## config.mk

```make
export PLATFORM = sky130hd
export DESIGN_NAME = display_16hex_capture
export DESIGN_NICKNAME = d
export VERILOG_FILES = /design/src/rtl/display_16hex_capture.sv
export SDC_FILE = /design/constraint.sdc
export NUM_CORES = 1
export LEC_CHECK = 0
export BUFFER_PORTS_ARGS = -buffer_cell sky130_fd_sc_hd__buf_4
export CORE_MARGIN = 8
export CORE_UTILIZATION = 30
export DETAILED_ROUTE_END_ITERATION = 6
export PLACE_DENSITY_LB_ADDON = 0.3
export SLEW_MARGIN = 15
export SYNTH_ARGS = -nofsm -noshare
export SYNTH_HDL_FRONTEND = slang
export SYNTH_SLANG_ARGS = --single-unit
```

## constraint.sdc

```tcl
create_clock -name clock_27mhz -period 6.1 [get_ports clock_27mhz]
set_clock_uncertainty 0.15 [all_clocks]
set_input_delay 0.305 -clock clock_27mhz [delete_from_list [all_inputs] [get_ports clock_27mhz]]
set_output_delay 0.305 -clock clock_27mhz [all_outputs]
set_load 0.005 [all_outputs]
```

## src/rtl/display_16hex_capture.sv

```systemverilog
// display_16hex_capture: receive side of the 16-digit hex dot-matrix serial link; recovers nibbles and control words.
// Define DISPLAY_16HEX_CAPTURE_RAW_EN to add raw_dots, the dot bits of the last accepted frame.
module display_16hex_capture #(
    parameter int SYNC_STAGES = 2,
    parameter int NUM_CHARS   = 16
) (
    input  logic        clock_27mhz,
    input  logic        reset_b,
    input  logic        disp_clock,
    input  logic        disp_data,
    input  logic        disp_rs,
    input  logic        disp_ce_b,
    input  logic        disp_reset_b,
    output logic [63:0] data_out,
    output logic [15:0] char_ok,
    output logic        frame_valid,
    output logic        frame_err,
    output logic [31:0] control_out,
    output logic        ctrl_valid
`ifdef DISPLAY_16HEX_CAPTURE_RAW_EN
    ,
    output logic [NUM_CHARS*40-1:0] raw_dots
`endif
);

    localparam logic [9:0] FRAME_BITS = 10'(NUM_CHARS * 40);
    // Chain bit order {reset_b, ce_b, rs, data, clock}; the active-low pins idle high
    localparam logic [4:0] SYNC_IDLE  = 5'b11000;

    logic [4:0]  sync_r [SYNC_STAGES];
    logic        clk_s, data_s, rs_s, ce_b_s, dreset_b_s;
    logic        clk_prev_r, ce_b_prev_r;
    logic        shift_det_s, latch_det_s;
    logic        shift_ev_r, latch_ev_r, bit_ev_r, rs_ev_r;
    logic [39:0] glyph_sh_r, glyph_next_s;
    logic [5:0]  glyph_cnt_r;
    logic [9:0]  bit_cnt_r;
    logic [31:0] ctrl_sh_r;
    logic [5:0]  ctrl_cnt_r;
    logic [63:0] nib_acc_r;
    logic [15:0] ok_acc_r;
    logic [4:0]  glyph_dec_s;
    logic        frame_ok_s;

    // Font lookup: {match, nibble}; anything outside the driver font, including all-zero, is no match
    function automatic logic [4:0] glyph_decode(input logic [39:0] dots);
        logic [4:0] res;
        case (dots)
            40'h3E5149453E: res = {1'b1, 4'h0};
            40'h00427F4000: res = {1'b1, 4'h1};
            40'h6251494946: res = {1'b1, 4'h2};
            40'h2241494936: res = {1'b1, 4'h3};
            40'h1814127F10: res = {1'b1, 4'h4};
            40'h2745454539: res = {1'b1, 4'h5};
            40'h3C4A494930: res = {1'b1, 4'h6};
            40'h0171090503: res = {1'b1, 4'h7};
            40'h3649494936: res = {1'b1, 4'h8};
            40'h064949291E: res = {1'b1, 4'h9};
            40'h7E0909097E: res = {1'b1, 4'hA};
            40'h7F49494936: res = {1'b1, 4'hB};
            40'h3E41414122: res = {1'b1, 4'hC};
            40'h7F4141413E: res = {1'b1, 4'hD};
            40'h7F49494941: res = {1'b1, 4'hE};
            40'h7F09090901: res = {1'b1, 4'hF};
            default:        res = 5'b0_0000;
        endcase
        return res;
    endfunction

    // Synchroniser chains for every disp_* pin
    always_ff @(posedge clock_27mhz) begin
        if (!reset_b) begin
            for (int i = 0; i < SYNC_STAGES; i++) sync_r[i] <= SYNC_IDLE;
        end else begin
            sync_r[0] <= {disp_reset_b, disp_ce_b, disp_rs, disp_data, disp_clock};
            for (int i = 1; i < SYNC_STAGES; i++) sync_r[i] <= sync_r[i-1];
        end
    end

    // Edge detection on synchronised pins and font compare of the glyph being completed
    always_comb begin
        clk_s        = sync_r[SYNC_STAGES-1][0];
        data_s       = sync_r[SYNC_STAGES-1][1];
        rs_s         = sync_r[SYNC_STAGES-1][2];
        ce_b_s       = sync_r[SYNC_STAGES-1][3];
        dreset_b_s   = sync_r[SYNC_STAGES-1][4];
        // A clock rise seen together with ce_b already high is discarded
        shift_det_s  = dreset_b_s & clk_s & ~clk_prev_r & ~ce_b_s;
        latch_det_s  = dreset_b_s & ce_b_s & ~ce_b_prev_r;
        glyph_next_s = {glyph_sh_r[38:0], bit_ev_r};
        glyph_dec_s  = glyph_decode(glyph_next_s);
        frame_ok_s   = (bit_cnt_r >= FRAME_BITS) && ((bit_cnt_r % 10'd40) == 10'd0);
    end

    // Event stage: previous pin values and the detected shift/latch strobes with their data
    always_ff @(posedge clock_27mhz) begin
        if (!reset_b) begin
            clk_prev_r  <= 1'b0;
            ce_b_prev_r <= 1'b1;
            shift_ev_r  <= 1'b0;
            latch_ev_r  <= 1'b0;
            bit_ev_r    <= 1'b0;
            rs_ev_r     <= 1'b0;
        end else begin
            clk_prev_r  <= clk_s;
            ce_b_prev_r <= ce_b_s;
            shift_ev_r  <= shift_det_s;
            latch_ev_r  <= latch_det_s;
            bit_ev_r    <= data_s;
            rs_ev_r     <= rs_s;
        end
    end

    // Shift registers, glyph accumulation and latch handling
    always_ff @(posedge clock_27mhz) begin
        if (!reset_b) begin
            glyph_sh_r  <= 40'd0;
            glyph_cnt_r <= 6'd0;
            bit_cnt_r   <= 10'd0;
            ctrl_sh_r   <= 32'd0;
            ctrl_cnt_r  <= 6'd0;
            nib_acc_r   <= 64'd0;
            ok_acc_r    <= 16'd0;
            data_out    <= 64'd0;
            char_ok     <= 16'd0;
            control_out <= 32'd0;
            frame_valid <= 1'b0;
            frame_err   <= 1'b0;
            ctrl_valid  <= 1'b0;
        end else begin
            frame_valid <= 1'b0;
            frame_err   <= 1'b0;
            ctrl_valid  <= 1'b0;
            if (!dreset_b_s) begin
                // Display reset wipes the dot path; the last control word stays visible
                glyph_sh_r  <= 40'd0;
                glyph_cnt_r <= 6'd0;
                bit_cnt_r   <= 10'd0;
                ctrl_sh_r   <= 32'd0;
                ctrl_cnt_r  <= 6'd0;
                nib_acc_r   <= 64'd0;
                ok_acc_r    <= 16'd0;
                data_out    <= 64'd0;
                char_ok     <= 16'd0;
            end else if (latch_ev_r) begin
                if (!rs_ev_r) begin
                    if (frame_ok_s) begin
                        data_out    <= nib_acc_r;
                        char_ok     <= ok_acc_r;
                        frame_valid <= 1'b1;
                    end else begin
                        frame_err   <= 1'b1;
                    end
                end else begin
                    if (ctrl_cnt_r == 6'd32) begin
                        control_out <= ctrl_sh_r;
                        ctrl_valid  <= 1'b1;
                    end else begin
                        frame_err   <= 1'b1;
                    end
                end
                bit_cnt_r   <= 10'd0;
                ctrl_cnt_r  <= 6'd0;
                glyph_cnt_r <= 6'd0;
            end else if (shift_ev_r) begin
                if (!rs_ev_r) begin
                    glyph_sh_r <= glyph_next_s;
                    if (bit_cnt_r != 10'd1023) bit_cnt_r <= bit_cnt_r + 10'd1;
                    if (glyph_cnt_r == 6'd39) begin
                        glyph_cnt_r <= 6'd0;
                        nib_acc_r   <= {nib_acc_r[59:0], glyph_dec_s[3:0]};
                        ok_acc_r    <= {ok_acc_r[14:0], glyph_dec_s[4]};
                    end else begin
                        glyph_cnt_r <= glyph_cnt_r + 6'd1;
                    end
                end else begin
                    ctrl_sh_r <= {ctrl_sh_r[30:0], bit_ev_r};
                    if (ctrl_cnt_r != 6'd63) ctrl_cnt_r <= ctrl_cnt_r + 6'd1;
                end
            end
        end
    end

`ifdef DISPLAY_16HEX_CAPTURE_RAW_EN
    logic [NUM_CHARS*40-1:0] raw_sh_r;

    // Raw dot history, published together with data_out on an accepted frame
    always_ff @(posedge clock_27mhz) begin
        if (!reset_b || !dreset_b_s) begin
            raw_sh_r <= {(NUM_CHARS*40){1'b0}};
            raw_dots <= {(NUM_CHARS*40){1'b0}};
        end else if (latch_ev_r && !rs_ev_r && frame_ok_s) begin
            raw_dots <= raw_sh_r;
        end else if (shift_ev_r && !rs_ev_r) begin
            raw_sh_r <= {raw_sh_r[NUM_CHARS*40-2:0], bit_ev_r};
        end
    end
`endif

endmodule

```

==> results of run 1 <==
## cells by family after synthesis
family          after synthesis  share of synthesized area, %
simple gates                755                          27.3
buf+inv                     113                          4.83
fa+ha+maj                     5                         0.505
flops                       304                          49.1
compound gates              220                          10.4
mux                          81                          6.54
xor+xnor                     18                          1.33
## layer usage
metal | up-vias | routed length [um]
met2 | 239 | 13800
met3 | 54 | 1760
met5 | - | 0
li1 | 5119 | -
met4 | 0 | 620
met1 | 4819 | 14500
## final cells by class
class | instances | area (um2)
Clock inverter | 11 | 98.8
Tap cell | 532 | 666
Timing Repair Buffer | 136 | 1030
Multi-Input combinational cell | 1079 | 5730
Sequential cell | 304 | 6090
Clock buffer | 52 | 1060
Inverter | 6 | 22.5
Fill cell | 4168 | 26100
## flip-flops by register name, indices dropped and copies added, names as in the netlist, 6 cells and up
register     flops
sync_r          10
nib_acc_r       64
glyph_sh_r      39
glyph_cnt_r      6
bit_cnt_r       10
char_ok         16
data_out        64
control_out     32
ok_acc_r        16
ctrl_sh_r       32
ctrl_cnt_r       6
## power by group through the flow
stage	Clock (mW)	Sequential (mW)	Combinational, mW
floorplan	0	2.03	0.0475
global placement	0	2.04	0.0623
detailed placement	0	2.04	0.0621
CTS	2.16	1.99	0.0651
global route	2.24	1.99	0.0710
finish	2.09	1.99	0.0634
## cells in the final DEF (no fill, tap or decap), types with 17 or more instances in the layout
master	n
dfxtp_1	304
buf_4	131
nor3_1	20
a21oi_1	154
a21boi_0	33
nand2_1	538
nor2_1	41
nand3_1	17
mux2i_1	81
clkbuf_16	37
nand4_1	25
## through the flow
stage                     instances  hold WS [ns]  setup WS, ns
after floorplan                1496         0.223          3.98
after global placement         2052         0.230          2.82
after detailed placement       2052         0.233          2.73
after CTS                      2120        0.0261          2.71
after global routing           2120        0.0623          2.53
final                          2120        0.0453          2.75
## critical path: cells and delay by family (launching register included)
| family | cells | cell delay, ns |
|---|---|---|
| buffers and inverters | 1 | 0.68 |
| DFF | 1 | 0.50 |
| and+or+nand+nor | 2 | 0.88 |
| xor gates and xnor gates | 1 | 0.15 |
| muxes | 1 | 0.27 |
| AOI/OAI and AO/OA | 2 | 0.59 |
## worst paths after layout
path / startpoint / endpoint / slack, ns / cells after the start
min: reset_b / sync_r[0][8] / 0.05 / 2
min reg2reg: ce_b_prev_r / latch_ev_r / 0.24 / 1
max: bit_cnt_r[7] / data_out[11] / 2.75 / 7
max reg2reg: bit_cnt_r[7] / data_out[11] / 2.75 / 7
## repair_timing
item | in CTS | in global routing
resized for setup | 0 | 0
endpoints found under the hold margin | 5 | 0
hold buffers | 5 | 0
==> impl_metrics.py, run 1 <==
metrics = {
    "run_status": {
        "outcome": "complete, no violations",
    },
    "clock_tree": {
        "cts_sinks": 304,
        "cts_buffers": 36,
        "clk_latency_ns": 0.52,
        "postCtsSetupBuffers": 0,
        "cts_max_path_buffers": 3,
        "cts_tree": "done",
        "cts-root-buf": "clkbuf_16",
        "clk_pin_slew_worst_paths_ns": 0.06,
        "cts_max_level": 2,
    },
    "setup_path": {
        "worstPathRequired_ns": 6.39,
        "slowest_stage": "and4_4",
        "crit_arrival_ns": 3.64,
        "slowest_delay_ns": 0.74,
        "critPathLaunchType": "flip-flop",
        "crit_type": "reg -> reg",
        "endpoint_kind": "flip-flop",
        "crit_chain": "nor2b_1 -> a221oi_1 -> o221a_2 -> xor2_2 -> and4_4 -> buf_4 -> mux2i_1",
        "cp_max_fo": 43,
    },
    "timing": {
        "rsz0062_at_grt": "false",
        "fin_crit_ns": 3.35,
        "finalMaxSlewViolations": 0,
        "setup-tns-final_ns": 0,
        "hold_viol": 0,
        "max_freq_mhz": 299,
        "finalSetupViolCount": 0,
        "slew_headroom_pct": 33.0,
        "min_period_over_period_pct": 54.8,
        "max_slew.worst_pin.slew_ns": 1.01,
    },
    "synthesis": {
        "synth_top_area_cell": "dfxtp_1",
        "synth_edf_count": 0,
        "synthesis.nets": 1508,
        "synth_common_cells": "539 x nand2_1, 304 x dfxtp_1, 154 x a21oi_1",
        "yosysSeqAreaShare_pct": 49.1,
        "yosysMostFrequentCell": "nand2_1",
        "avgSynthCellArea_um2": 8.28,
        "ys_async_sr_fraction_pct": 0,
        "synth_area_um2": 12400,
        "synthCells": 1496,
        "post-synth-top-area-fraction_pct": 49.1,
        "synth-main-ff-cell": "dfxtp_1",
        "yosys-top-cells-area": "dfxtp_1 49%, nand2_1 16%, mux2i_1 6.5%",
        "synth.lib_cells_used.distinct": 68,
        "synth_warnings": 0,
        "ys_ff_latch": 304,
    },
    "power": {
        "power_density_nw_per_um2": 282,
        "internal_power_mw": 3.26,
        "comb_power_share_pct": 1.5,
        "pwr-share-clk_pct": 50.4,
        "finalPower_mw": 4.14,
        "vdd_drop_max_mv": 0.174,
        "switching_share_pct": 21.4,
        "switching_power_mw": 0.885,
        "p_leak_nw": 4.89,
        "p_seq_share_pct": 48.1,
    },
    "die": {
        "rows": 74,
        "die_w_um": 219,
        "die_h_um": 219,
        "io_pins": 122,
        "die_area_um2": 48100,
        "start_util_pct": 30.4,
        "core_area_um2": 40800,
    },
    "global_route": {
        "grt_max_degree": 97,
        "antenna_found_initial": 0,
        "use_met3_pct": 2.89,
        "use_met1_pct": 16.3,
        "overflow": 0,
        "use_met2_pct": 20.2,
        "grt_use_total_pct": 12.4,
        "grt_first_pass_wirelength_um": 50600,
        "busiest_layer": "met2",
        "grt_pass1_vias": 9785,
    },
    "routing": {
        "dr.pass1.iters": 5,
        "vias_per_cell": 4.83,
        "drc": 0,
        "vias": 10200,
        "wirelength_um": 30700,
        "wl_per_cell_um": 14.5,
        "ant_nets": 0,
        "drt_iter0_drc": 622,
    },
    "final_layout": {
        "syn_to_final_growth_pct": 18.6,
        "diodes": 0,
        "finalInstanceArea_um2": 14700,
        "final_nets": 1575,
        "final_util_pct": 36.0,
        "drive_gt1_share_pct": 13.0,
    },
    "job": {
        "maxCapViolCount": 0,
    },
    "placement": {
        "dp_hpwl_um": 19900,
        "globalplace.congestion": 0.891,
        "dpl-instance-area_um2": 13500,
        "portBuffers": 121,
    },
    "worst_hold_path": {
        "hold_path.class": "in -> reg",
    },
}
Note: power is estimated with default switching activity, not from simulation.
==> run 2: changes to the inputs <==
- clock period: 6.1 -> 2.86 ns (I/O delays scaled with it)
==> run 2 against run 1 <==
Net effect:
- routed wire length increased by 1.8%
- sequential share of layout area decreased by 0.76 points
- global-route usage increased by 0.24 points
- critical endpoint is now data_out[30]
==> impl_metrics.py, run 2 (synthesis results as in run 1) <==
metrics = {
    "worst_hold_path": {
        "hp-start": "disp_reset_b",
        "hold_path.class": "in -> reg",
        "holdPathStages": 3,
        "min_to": "sync_r[0][4]",
    },
    "power": {
        "comb_power_share_pct": 1.6,
        "finalPower_mw": 9.11,
        "switching_power_mw": 1.92,
        "vdd_drop_max_mv": 0.348,
        "power_density_nw_per_um2": 608,
        "switching_share_pct": 21.0,
        "internal_power_mw": 7.19,
        "p_leak_nw": 5.02,
        "p_seq_share_pct": 46.6,
        "pwr-share-clk_pct": 51.7,
    },
    "die": {
        "io_pins": 122,
        "die_w_um": 219,
        "rows": 74,
        "start_util_pct": 30.4,
        "die_h_um": 219,
        "die_area_um2": 48100,
        "core_area_um2": 40800,
    },
    "job": {
        "maxCapViolCount": 0,
    },
    "setup_path": {
        "r2r-end": "data_out[30]",
        "cp_max_fo": 54,
        "crit_type": "reg -> reg",
        "crit_arrival_ns": 2.84,
        "r2r-start": "bit_cnt_r[5]",
        "r2r_setup_slack_ns": 0.31,
        "worstPathRequired_ns": 3.15,
        "critPathLaunchType": "flip-flop",
        "reg2regPathDepth": 7,
        "endpoint_kind": "flip-flop",
    },
    "routing": {
        "vias": 10300,
        "drc": 0,
        "wl_per_cell_um": 14.6,
        "ant_nets": 0,
        "dr.pass1.iters": 5,
        "drt_iter0_drc": 781,
        "wirelength_um": 31200,
        "vias_per_cell": 4.81,
    },
    "clock_tree": {
        "cts_max_path_buffers": 3,
        "cts_max_level": 2,
        "cts_buffers": 37,
        "cts_tree": "done",
        "ctsHoldBuffers": 6,
        "cts-root-buf": "clkbuf_16",
        "postCtsSetupBuffers": 0,
        "clk_pin_slew_worst_paths_ns": 0.06,
        "cts_resized": 0,
        "cts_sinks": 304,
        "clk_latency_ns": 0.52,
    },
    "global_route": {
        "grt_pass1_vias": 9915,
        "grt_first_pass_wirelength_um": 51600,
        "grt_use_total_pct": 12.7,
        "antenna_found_initial": 0,
        "grt_max_degree": 166,
        "overflow": 0,
    },
    "timing": {
        "rsz0062_at_grt": "false",
        "setup-tns-final_ns": 0,
        "max_slew.worst_pin.slew_ns": 0.797,
        "holdWs_ns": 0.226,
        "finalSetupViolCount": 0,
        "hold_viol": 0,
        "max_freq_mhz": 392,
        "min_period_over_period_pct": 89.1,
        "fin_crit_ns": 2.55,
        "slew_headroom_pct": 46.9,
        "setup_ws_ns": 0.311,
        "finalMaxSlewViolations": 0,
    },
    "final_layout": {
        "finalInstanceArea_um2": 15000,
        "final_nets": 1593,
        "instances_no_fill": 2141,
        "diodes": 0,
        "final_cell_mix": "538 x nand2_1, 304 x dfxtp_1, 154 x a21oi_1",
        "final_common_cell": "nand2_1",
        "top_regs": "data_out (64), nib_acc_r (64), glyph_sh_r (39)",
        "final_util_pct": 36.7,
        "drive_gt1_share_pct": 14.1,
        "syn_to_final_growth_pct": 20.8,
    },
    "placement": {
        "dpl-instance-area_um2": 13700,
        "portBuffers": 121,
        "place_worst_setup_slack_ns": 0.345,
        "globalplace.congestion": 0.918,
        "place_inst": 2068,
        "dp_hpwl_um": 20400,
    },
    "run_status": {
        "outcome": "complete, no violations",
    },
}
==> run 2: changes by cell type in the layout (fill, tap and decap cells not counted), sizes merged <==
cell and delta:
inv -1, bufinv +1, dlygate4sd3 +1, buf +16, clkinvlp +1, clkbuf +3
==> run 2: worst max-delay path by stage <==
stage | from | to | slack [ns] | cells after the start
floorplan | bit_cnt_r[6] | char_ok[0] | 0.74 | 8
global placement | bit_cnt_r[6] | data_out[17] | 0.48 | 7
detailed placement | bit_cnt_r[5] | data_out[53] | 0.35 | 7
CTS | bit_cnt_r[5] | data_out[30] | 0.32 | 7
global route | bit_cnt_r[7] | data_out[37] | 0.13 | 7
finish | bit_cnt_r[5] | data_out[30] | 0.31 | 7
==> run 2: final cells by class <==
class,instances,area [um2]
Fill cell,4187,25900
Sequential cell,304,6090
Multi-Input combinational cell,1079,5730
Timing Repair Buffer,153,1210
Clock buffer,55,1130
Tap cell,532,666
Clock inverter,12,129
Inverter,6,22.5
==> run 2: power by group through the flow <==
stage	clock network [mW]	registers (mW)	logic [mW]
2_1_floorplan	0	4.34	0.101
3_3_place_gp	0	4.34	0.144
3_5_place_dp	0	4.34	0.144
4_1_cts	4.86	4.25	0.150
5_1_grt	5.06	4.25	0.164
6_report	4.71	4.25	0.148
==> run 2: critical path: stages, from the launching register on <==
cell	delay [ns]
dfxtp_1	0.51
nor2b_1	0.32
a221oi_1	0.14
o221a_2	0.29
xor2_2	0.15
and4_4	0.28
buf_12	0.33
mux2i_1	0.25
==> run 2: per-layer routing <==
metal	vias up	part of all wire, %	GRT usage [%]
met4	0	1.9	3.58
met3	58	5.5	2.62
met1	4837	48	17.3
li1	5174	-	-
met2	219	44	20.0
met5	-	0	0
==> run 3: changes to the inputs <==
- CORE_UTILIZATION: 30 -> 40
- TNS_END_PERCENT: unset -> 20
==> run 3 against run 2 <==
Net effect:
- clock power shrank 10%
- worst hold slack worse by 0.19 ns
- routed wire length fell by 3.5%
- global-route usage is 3.1 points higher
- worst setup slack improved by 0.018 ns
- power shrank 5.3%
- combinational power increased by 5%
- die area decreased by 23%
- highest routed layer unchanged
- flip-flop and latch count stayed put
- final area down 2.0%
- final cell count fell by 6.6%
- fmax is 0.69% higher
==> impl_metrics.py, run 3 (synthesis results as in run 1) <==
metrics = {
    "routing": {
        "dr.pass1.iters": 5,
        "wirelength_um": 30200,
        "vias_per_cell": 5.13,
        "drc": 0,
        "vias": 10300,
        "drt_iter0_drc": 733,
        "wl_per_cell_um": 15.1,
        "ant_nets": 0,
    },
    "final_layout": {
        "diodes": 0,
        "syn_to_final_growth_pct": 18.4,
        "final_common_cell": "nand2_1",
        "top_regs": "data_out (64), nib_acc_r (64), glyph_sh_r (39)",
        "drive_gt1_share_pct": 14.0,
        "final_util_pct": 48.0,
        "instances_no_fill": 2000,
        "final_nets": 1593,
        "final_cell_mix": "538 x nand2_1, 304 x dfxtp_1, 154 x a21oi_1",
    },
    "global_route": {
        "grt_use_total_pct": 15.8,
        "use_met3_pct": 3.21,
        "overflow": 0,
        "busiest_layer": "met2",
        "use_met1_pct": 21.2,
        "use_met2_pct": 25.6,
        "grt_first_pass_wirelength_um": 49400,
        "grt_pass1_vias": 9709,
        "antenna_found_initial": 0,
        "grt_max_degree": 76,
    },
    "placement": {
        "dp_hpwl_um": 20100,
        "place_inst": 1936,
        "portBuffers": 121,
        "globalplace.congestion": 0.904,
    },
    "setup_path": {
        "reg2regPathDepth": 7,
        "worstPathRequired_ns": 3.14,
        "cp_max_fo": 43,
        "critPathLaunchType": "flip-flop",
        "r2r-start": "bit_cnt_r[7]",
        "slowest_delay_ns": 0.51,
        "endpoint_kind": "flip-flop",
        "r2r-end": "char_ok[11]",
        "crit_arrival_ns": 2.81,
        "r2r_setup_slack_ns": 0.33,
        "slowest_stage": "dfxtp_1",
        "cpLargestDelayFamily": "compound AO/OA/AOI/OAI gates",
        "crit_buf_inv": 1,
        "crit_type": "reg -> reg",
        "crit_chain": "nor2b_1 -> a221oi_1 -> o221a_2 -> xor2_2 -> and4_4 -> buf_12 -> mux2i_1",
    },
    "timing": {
        "rsz0062_at_grt": "false",
        "min_period_over_period_pct": 88.5,
        "setup-tns-final_ns": 0,
        "max_freq_mhz": 395,
        "max_slew.worst_pin.slew_ns": 0.795,
        "finalMaxSlewViolations": 0,
        "slew_headroom_pct": 47.0,
        "holdWs_ns": 0.0382,
        "finalSetupViolCount": 0,
        "fin_crit_ns": 2.53,
        "hold_viol": 0,
    },
    "clock_tree": {
        "cts_sinks": 304,
        "cts-root-buf": "clkbuf_16",
        "postCtsSetupBuffers": 0,
        "cts_tree": "done",
        "clk_pin_slew_worst_paths_ns": 0.06,
        "cts_max_level": 2,
        "ctsHoldBuffers": 5,
        "cts_max_path_buffers": 3,
        "cts_resized": 0,
        "cts_buffers": 34,
        "clk_latency_ns": 0.51,
    },
    "worst_hold_path": {
        "hold_path.class": "in -> reg",
        "holdPathStages": 3,
        "hp-start": "reset_b",
        "min_to": "sync_r[0][9]",
    },
    "die": {
        "rows": 64,
        "die_w_um": 192,
        "io_pins": 122,
        "core_area_um2": 30600,
        "die_h_um": 192,
        "start_util_pct": 40.5,
        "die_area_um2": 36900,
    },
    "power": {
        "vdd_drop_max_mv": 0.442,
        "p_leak_nw": 4.97,
        "power_density_nw_per_um2": 589,
    },
    "run_status": {
        "outcome": "complete, no violations",
    },
    "job": {
        "maxCapViolCount": 0,
    },
}
==> run 3: worst register-to-register path, cell delays in order, from the launching register on <==
cell and delay [ns]:
dfxtp_1 0.51, nor2b_1 0.14, a221oi_1 0.29, o221a_2 0.27, xor2_2 0.15, and4_4 0.38
buf_12 0.31, mux2i_1 0.25
==> run 3: how the worst max path moves through the flow <==
stage	endpoint	start	slack, ns	depth (start not counted)
4_1_cts	data_out[44]	bit_cnt_r[7]	0.33	7
2_1_floorplan	char_ok[0]	bit_cnt_r[6]	0.74	8
3_3_place_gp	data_out[22]	bit_cnt_r[7]	0.42	7
6_report	char_ok[11]	bit_cnt_r[7]	0.33	7
5_1_grt	char_ok[11]	bit_cnt_r[7]	0.09	7
3_5_place_dp	data_out[44]	bit_cnt_r[5]	0.35	7
==> run 3: per-layer routing <==
layer / routed length, um / share of wire, %
met2: 13800 / 46
met3: 1890 / 6.3
met1: 14000 / 46
met5: 0 / 0
met4: 442 / 1.5
==> run 3: area by class of cell <==
type | instances | area (um2)
clock buffers | 43 | 925
clock inverters | 16 | 161
fillers | 2973 | 15900
inverters | 6 | 22.5
multi-input cells | 1079 | 5730
flip-flops and latches | 304 | 6090
well taps | 396 | 495
repair buffers | 156 | 1250
==> run 3: power by group <==
group / internal [mW] / leakage (nW) / total (mW) / switching [mW]
clock network: 2.49 / 0.534 / 4.23 / 1.74
registers: 4.24 / 2.45 / 4.25 / 0.00483
logic: 0.0423 / 1.99 / 0.155 / 0.113
==> run 3: stage by stage <==
| stage | total power [mW] | area (um2) | worst slack, ns |
|---|---|---|---|
| global route | 8.95 | 14700 | 0.0885 |
| CTS | 8.76 | 14700 | 0.332 |
| detailed placement | 4.49 | 13500 | 0.351 |
| finish | 8.63 | 14700 | 0.329 |
| global placement | 4.49 | 13500 | 0.415 |
| floorplan | 4.44 | 12400 | 0.740 |
